--- src/rtl/hazard_pkg.sv ---
// Shared constants and types for the pipeline hazard/forwarding controller.
package hazard_pkg;

  localparam logic [6:0] OPC_LOAD = 7'b0000011;

  localparam logic [1:0] FWD_RF    = 2'b00;
  localparam logic [1:0] FWD_EXMEM = 2'b10;
  localparam logic [1:0] FWD_MEMWB = 2'b01;

  typedef enum logic {
    RUN    = 1'b0,
    LSTALL = 1'b1
  } hz_state_t;

endpackage

--- src/rtl/hazard_fwd_sel.sv ---
// Per-operand EX forwarding select; a load in MEM is only forwarded once it reaches WB.
module hazard_fwd_sel
  import hazard_pkg::*;
#(
  parameter int unsigned REG_AW = 5,
  parameter int unsigned FWD_EN = 1
) (
  input  logic [REG_AW-1:0] i_src,
  input  logic [REG_AW-1:0] i_mem_rd,
  input  logic              i_mem_regwrite,
  input  logic              i_mem_is_load,
  input  logic [REG_AW-1:0] i_wb_rd,
  input  logic              i_wb_regwrite,
  output logic [1:0]        o_sel
);

  logic w_hit_mem;
  logic w_hit_wb;

  assign w_hit_mem = i_mem_regwrite && !i_mem_is_load && (i_mem_rd != '0) && (i_mem_rd == i_src);
  assign w_hit_wb  = i_wb_regwrite && (i_wb_rd != '0) && (i_wb_rd == i_src);

  always_comb begin
    o_sel = FWD_RF;
    if (FWD_EN != 0) begin
      if (w_hit_mem)     o_sel = FWD_EXMEM;
      else if (w_hit_wb) o_sel = FWD_MEMWB;
    end
  end

endmodule

--- src/rtl/hazard_ctrl.sv ---
// Load-use / RAW stall, memory freeze, branch flush and forwarding control
// for the five-stage pipeline, with saturating bubble/flush counters.
module hazard_ctrl
  import hazard_pkg::*;
#(
  parameter int unsigned REG_AW   = 5,
  parameter int unsigned OPC_W    = 7,
  parameter int unsigned LOAD_LAT = 1,
  parameter int unsigned FWD_EN   = 1,
  parameter int unsigned CNT_W    = 16
) (
  input  logic              CLK,
  input  logic              clear,
  input  logic [REG_AW-1:0] id_rs1,
  input  logic [REG_AW-1:0] id_rs2,
  input  logic              id_use_rs1,
  input  logic              id_use_rs2,
  input  logic [OPC_W-1:0]  ex_op,
  input  logic [REG_AW-1:0] ex_rd,
  input  logic              ex_regwrite,
  input  logic [REG_AW-1:0] ex_rs1,
  input  logic [REG_AW-1:0] ex_rs2,
  input  logic [REG_AW-1:0] mem_rd,
  input  logic              mem_regwrite,
  input  logic              mem_is_load,
  input  logic [REG_AW-1:0] wb_rd,
  input  logic              wb_regwrite,
  input  logic              branch_taken,
  input  logic              dmem_busy,
  output logic              pc_hold,
  output logic              ifid_hold,
  output logic              ifid_flush,
  output logic              idex_wk,
  output logic              pipe_freeze,
  output logic [1:0]        fwd_a,
  output logic [1:0]        fwd_b,
  output logic [CNT_W-1:0]  bubble_cnt,
  output logic [CNT_W-1:0]  flush_cnt
);

  localparam logic [2:0] LAT_M1     = 3'(LOAD_LAT - 1);
  localparam bit         USE_LSTALL = (FWD_EN != 0) && (LOAD_LAT > 1);

  hz_state_t        r_state;
  logic [2:0]       r_scnt;
  logic [CNT_W-1:0] r_bubble_cnt;
  logic [CNT_W-1:0] r_flush_cnt;

  logic       w_raw_ex;
  logic       w_raw_mem;
  logic       w_hz_ld;
  logic       w_hz;
  logic       w_stall;
  logic [1:0] w_fwd_a;
  logic [1:0] w_fwd_b;

  assign w_raw_ex  = ex_regwrite && (ex_rd != '0) &&
                     ((id_use_rs1 && (id_rs1 == ex_rd)) || (id_use_rs2 && (id_rs2 == ex_rd)));
  assign w_raw_mem = mem_regwrite && (mem_rd != '0) &&
                     ((id_use_rs1 && (id_rs1 == mem_rd)) || (id_use_rs2 && (id_rs2 == mem_rd)));
  assign w_hz_ld   = (ex_op == OPC_W'(OPC_LOAD)) && w_raw_ex;
  // Without forwarding every in-flight writer must drain before ID may read.
  assign w_hz      = (FWD_EN != 0) ? w_hz_ld : (w_raw_ex || w_raw_mem);
  assign w_stall   = (r_state == LSTALL) || w_hz;

  hazard_fwd_sel #(.REG_AW(REG_AW), .FWD_EN(FWD_EN)) u_fwd_a (
    .i_src          (ex_rs1),
    .i_mem_rd       (mem_rd),
    .i_mem_regwrite (mem_regwrite),
    .i_mem_is_load  (mem_is_load),
    .i_wb_rd        (wb_rd),
    .i_wb_regwrite  (wb_regwrite),
    .o_sel          (w_fwd_a)
  );

  hazard_fwd_sel #(.REG_AW(REG_AW), .FWD_EN(FWD_EN)) u_fwd_b (
    .i_src          (ex_rs2),
    .i_mem_rd       (mem_rd),
    .i_mem_regwrite (mem_regwrite),
    .i_mem_is_load  (mem_is_load),
    .i_wb_rd        (wb_rd),
    .i_wb_regwrite  (wb_regwrite),
    .o_sel          (w_fwd_b)
  );

  always_comb begin
    pc_hold     = 1'b0;
    ifid_hold   = 1'b0;
    ifid_flush  = 1'b0;
    pipe_freeze = 1'b0;
    idex_wk     = 1'b1;
    if (clear) begin
      idex_wk = 1'b0;
    end else if (dmem_busy) begin
      pc_hold     = 1'b1;
      ifid_hold   = 1'b1;
      pipe_freeze = 1'b1;
    end else if (branch_taken) begin
      ifid_flush = 1'b1;
      idex_wk    = 1'b0;
    end else if (w_stall) begin
      pc_hold   = 1'b1;
      ifid_hold = 1'b1;
      idex_wk   = 1'b0;
    end
  end

  assign fwd_a      = clear ? FWD_RF : w_fwd_a;
  assign fwd_b      = clear ? FWD_RF : w_fwd_b;
  assign bubble_cnt = r_bubble_cnt;
  assign flush_cnt  = r_flush_cnt;

  always_ff @(posedge CLK) begin
    if (clear) begin
      r_state      <= RUN;
      r_scnt       <= '0;
      r_bubble_cnt <= '0;
      r_flush_cnt  <= '0;
    end else if (!dmem_busy) begin
      if (branch_taken) begin
        r_state <= RUN;
        r_scnt  <= '0;
        if (r_flush_cnt != '1) r_flush_cnt <= r_flush_cnt + CNT_W'(1);
      end else if (r_state == LSTALL) begin
        if (r_bubble_cnt != '1) r_bubble_cnt <= r_bubble_cnt + CNT_W'(1);
        if (r_scnt <= 3'd1) begin
          r_state <= RUN;
          r_scnt  <= '0;
        end else begin
          r_scnt <= r_scnt - 3'd1;
        end
      end else if (w_hz) begin
        if (r_bubble_cnt != '1) r_bubble_cnt <= r_bubble_cnt + CNT_W'(1);
        if (USE_LSTALL) begin
          r_state <= LSTALL;
          r_scnt  <= LAT_M1;
        end
      end
    end
  end

endmodule
--- config.mk ---
export PLATFORM = sky130hd
export DESIGN_NAME = hazard_ctrl
export DESIGN_NICKNAME = d
export VERILOG_FILES = /design/src/rtl/hazard_pkg.sv /design/src/rtl/hazard_fwd_sel.sv /design/src/rtl/hazard_ctrl.sv
export SDC_FILE = /design/constraint.sdc
export NUM_CORES = 1
export LEC_CHECK = 0
export CORE_ASPECT_RATIO = 1.2
export CORE_UTILIZATION = 46
export DETAILED_ROUTE_END_ITERATION = 12
export GPL_ROUTABILITY_DRIVEN = 0
export PLACE_DENSITY_LB_ADDON = 0.05
export SETUP_SLACK_MARGIN = 0.2
export SYNTH_ARGS = -nofsm -noshare
export SYNTH_HDL_FRONTEND = slang
export SYNTH_SLANG_ARGS = --single-unit
--- constraint.sdc ---
create_clock -name CLK -period 4.6 [get_ports CLK]
set_input_delay 0.46 -clock CLK [delete_from_list [all_inputs] [get_ports CLK]]
set_output_delay 0.46 -clock CLK [all_outputs]
set_load 0.02 [all_outputs]
# [Word-level counts from Yosys, hierarchy flattened]
# Cells that the tools add are included.
[op_classes] addsub=3 order_cmp=1 n_eq_ne=9 n_mux=28 bitwise=2 n_reduce_logical=23
[ops] operator="$mux W16" count=3
[ops] operator="$add A16 B1 Y16 const B" count=2
[ops] operator="$ne A16 B16 Y1 const B" count=2
[ops] operator="$eq A5 B5 Y1" count=6
[ops] operator="$mux W1" count=18
[ops] operator="$reduce_bool A5 Y1" count=3
[ops] operator="$logic_and A1 B1 Y1" count=12
[ops] operator="$mux W3" count=3
[ops] operator="$mux W2" count=4
[ops] operator="$eq A7 B2 Y1 const B" count=1
[ops] operator="$reduce_and A3 Y1" count=2
[ops] operator="$reduce_bool A2 Y1" count=2
[ops] operator="$le A3 B1 Y1 const B" count=1
[ops] operator="$sub A3 B1 Y3 const B" count=1
[ops] operator="$logic_or A1 B1 Y1" count=2
[ops] operator="$not A1 Y1" count=2
[ops] operator="$reduce_and A2 Y1" count=1
[ops] operator="$logic_not A1 Y1" count=1
[word_totals] reg_bits=36 input_bits=52

# [Depth between registers and ports, before layout]
[logic_depth] ltp_word=10 ltp_mapped=9 mapped_depth_nobuf=7

# [By module]
# A second synthesis with hierarchy kept.
[unflattened] cells_unflattened=288 hier_area_um2=2357.3
[by_module_without_submodules] module="hazard_ctrl" n_inst=1 cells_each=244 area_each_um2=2019.4 seq_area_each_um2=720.7
[by_module_without_submodules] module="hazard_fwd_sel" n_inst=2 cells_each=22 area_each_um2=168.9 seq_area_each_um2=0.0

# [Worst setup path after synthesis]
# Ideal clock, no wire load.
[synth_path] path_type="input to output" start="input port ex_op[3]" end="output port pc_hold" t_arrival_ns=1.978 path_slack_ns=2.162 path_stages=6 path_cell_list="or4_1 -> a211oi_2 -> a21oi_1 -> o21ai_0 -> nor2b_1 -> buf_4"
[synth_via] elab_chain_cells=7
[synth_lines] item="start: declaration" line_no="hazard_ctrl.sv:18" source="input logic [OPC_W-1:0] ex_op,"
[synth_lines] item="$eq A7 B2 Y1" line_no="hazard_ctrl.sv:61" source="assign w_hz_ld = (ex_op == OPC_W'(OPC_LOAD)) && w_raw_ex;"
[synth_lines] item="$logic_and A1 B1 Y1" line_no="hazard_ctrl.sv:61"
[synth_lines] item="$logic_or A1 B1 Y1" line_no="hazard_ctrl.sv:64" source="assign w_stall = (r_state == LSTALL) || w_hz;"
[synth_lines] item="$mux W1 (4 in a row)"
[synth_lines] item="end: declaration" line_no="hazard_ctrl.sv:30" source="output logic pc_hold,"
# No other way between the ends.

# [Worst setup path after layout]
[layout_path] start="input port ex_op[3]" end="output port ifid_hold"
[layout_via] elab_chain_cells=7
[layout_lines] item="$eq A7 B2 Y1" line_no="hazard_ctrl.sv:61"
[layout_lines] item="$logic_and A1 B1 Y1" line_no="hazard_ctrl.sv:61"
[layout_lines] item="$logic_or A1 B1 Y1" line_no="hazard_ctrl.sv:64"
[layout_lines] item="$mux W1" line_no="hazard_ctrl.sv:101" source="end else if (w_stall) begin"
[layout_lines] item="$mux W1" line_no="hazard_ctrl.sv:98" source="end else if (branch_taken) begin"
[layout_lines] item="$mux W1" line_no="hazard_ctrl.sv:94" source="end else if (dmem_busy) begin"
[layout_lines] item="$mux W1" line_no="hazard_ctrl.sv:92" source="if (clear) begin"
[layout_lines] item="end: declaration" line_no="hazard_ctrl.sv:31" source="output logic ifid_hold,"
# No other way between the ends.

==> summary.txt <==
Synthesis
  – Cell Area, Synth: 0.00224 mm²
  – Post-synth EDFFs: 0
  – Synthesis warning total: 0
  – Net Count, Synth: ~330
  – #FFs+latches synth: 36
  – Synth Flop Type: dfxtp_1
  – Synth cell types: 40
  – Register area share after synthesis: 32.2%
  – Asr flop ratio synth: 0%
  – Mapped Cells: between 200 and 300
  – Syn avg cell area: 8.13 µm²

Cells and area
  – # diodes: 0
  – Layout cells sized above 1: under 10%
  – Post-layout instance area: 0.00328 mm²
  – # nets final: 421
  – Area growth syn-to-layout: 46.6%

Drt
  – Initial DRC count: 107
  – Drt wl/cell: 13.4 µm
  – Drt first pass iters: 4
  – Post-route ant nets: 0
  – Via count: 2334
  – Vias per inst: 5.50
  – Residual DRC: 0
  – Final WL: 5.69 mm

Timing
  – Fmax: 321 MHz
  – Unrepaired setup endpoints after global routing: false
  – Final setup viols: 0
  – Slew Limit Fails: 0
  – Fin. Hold Viols: 0
  – Final period util: 67.8%
  – Setup TNS: 0 ns
  – Final Skew: roughly 0.0056 ns
  – Worst hold slack: 0.477 ns
  – Slew HR: 63.1%
  – Fin crit period: 3.12 ns
  – Tightest Pin Transition: 0.549 ns

Placed design
  – HPWL Detailed: 4.35 mm
  – # port buffers: approximately 90
  – DP Area: 0.00319 mm²

Power and ir drop
  – Pwr per Cell Area: 198 mW/mm²
  – Worst vdd ir: 173 µV
  – Pleak: 1.09 nW

GRT
  – Total GRT Usage: 23.4%
  – First-pass GRT wire length: 9.54 mm
  – Largest net degree at the start of global routing: 44
  – Vias in the first global route: about 2200
  – Initial antenna violation count: 0
  – Total grt overflow: 0

Setup path
  – CP max FO: 3
  – Data arrival, critical path: 2.66 ns
  – Kind of critical path: input port to output port
  – Critical path capture point type: output port
  – Type of element launching the critical path: input port
  – CP required: 4.14 ns

Die
  – Core box area: around 0.0046 mm²
  – Die Y: roughly 78 µm
  – Initial core utilization: between 40% and 50%
  – I/O Pins: a little over 90
  – Core Rows: 27
  – Die area: 0.00514 mm²
  – Die X: 65.6 µm

CTS
  – CTS Root Cell: clkbuf_8
  – Total setup buffers inserted after CTS: 0
  – Clock Latency Late Sink: 0.29 ns
  – CTS resizes: 0
  – Hold-fix buffers, CTS: 0
  – CTS tree: done
  – Clk buf depth: 2
  – TritonCTS buffer count: 5
  – H-tree depth: 2
  – Clock-pin transition on the worst setup and hold timing paths: 0.07 ns
  – # clock sinks: 36

Outcome
  – Status: finished, final reports clean

Worst hold path
  – Hold crit path type: register to register

Run
  – Max cap viols: 0
-- sequential cells by signal, summed over array words and instances, names as in the netlist --
signal / cells
r_state: 1
r_scnt: 3
bubble_cnt: 16
flush_cnt: 16
-- cell type report --
class	count	area, µm²
clock buffer	5	68.8
clock inverter	3	18.8
fill	416	1350
inverter	9	33.8
multi-input combinational	219	1430
sequential	36	721
tap	58	72.6
timing repair buffer	94	936
-- metrics by stage --
stage	power, W	setup slack, ns	utilization [%]	cells
final	0.000647	1.48	70.8	424
after floorplan	0.000367	2.16	-	275
after global placement	0.000433	1.52	68.9	416
after detailed placement	0.000434	1.48	68.9	416
after global routing	0.000680	1.35	70.8	424
after CTS	0.000654	1.48	70.8	424
-- cell usage in the layout (no fill, tap or decap), drive strengths merged, types with 12 or more instances in the layout --
cell and instances:
a21oi 22, clkdlybuf4s50 92, dfxtp 36, nand2 14, nand3 13, nand4 15
nor2 31, o21ai 12, xnor2 20, xor2 23
-- kinds of logic after synthesis --
kind of cell | Yosys count | share of synthesized area, %
AOI/OAI and AO/OA | 47 | 13.2
adders and majority gates | 4 | 2.24
buffers and inverters | 20 | 3.97
xor gates and xnor gates | 43 | 16.8
DFF | 36 | 32.2
muxes | 5 | 2.29
and+or+nand+nor | 120 | 29.2
-- metal layers --
layer	vias up	global-route usage (%)	share of wire, %
li1	1171	-	-
met1	1064	26.8	43
met2	87	41.8	49
met3	12	4.51	6.3
met4	0	8.48	1.7
met5	-	0	0
-- synthesized netlist by cell type (8+ instances only) --
library cell,count,area (µm²)
nor2_1,31,116
nand4_1,15,93.8
nand3_1,13,65.1
nand2_1,14,52.6
inv_1,9,33.8
dfxtp_1,36,721
a21oi_1,22,110
xnor2_1,20,175
xor2_1,23,201
nor3_1,9,45.0
or3_1,8,50.1
or4_1,9,67.6
-- critical path, cell delays in order --
cell             delay [ns]
clkdlybuf4s50_1        0.39
or4_1                  0.55
a211oi_2               0.21
a21oi_1                0.09
o21ai_0                0.15
nor2b_1                0.19
clkdlybuf4s50_1        0.62
-- path summary, 6_finish.rpt --
kind                                                  from                           to  slack [ns]  cells after the start
worst max-delay path                              ex_op[3]                    ifid_hold        1.48                      7
worst min-delay path                r_scnt[2]$_SDFFE_PP0P_       r_scnt[2]$_SDFFE_PP0P_        0.48                      2
worst max register to register  bubble_cnt[3]$_SDFFE_PP0P_  bubble_cnt[11]$_SDFFE_PP0P_        2.21                      7
worst min register to register      r_scnt[2]$_SDFFE_PP0P_       r_scnt[2]$_SDFFE_PP0P_        0.48                      2
-- where the power goes --
part / total (W) / leakage [nW] / internal [W] / switching (W)
combinational: 0.000112 / 0.753 / 0.0000660 / 0.0000461
sequential: 0.000314 / 0.290 / 0.000313 / 0.00000191
clock: 0.000221 / 0.0479 / 0.000105 / 0.000115
total: 0.000647 / 1.09 / 0.000484 / 0.000163
Note: power is estimated with default switching activity, not from simulation.
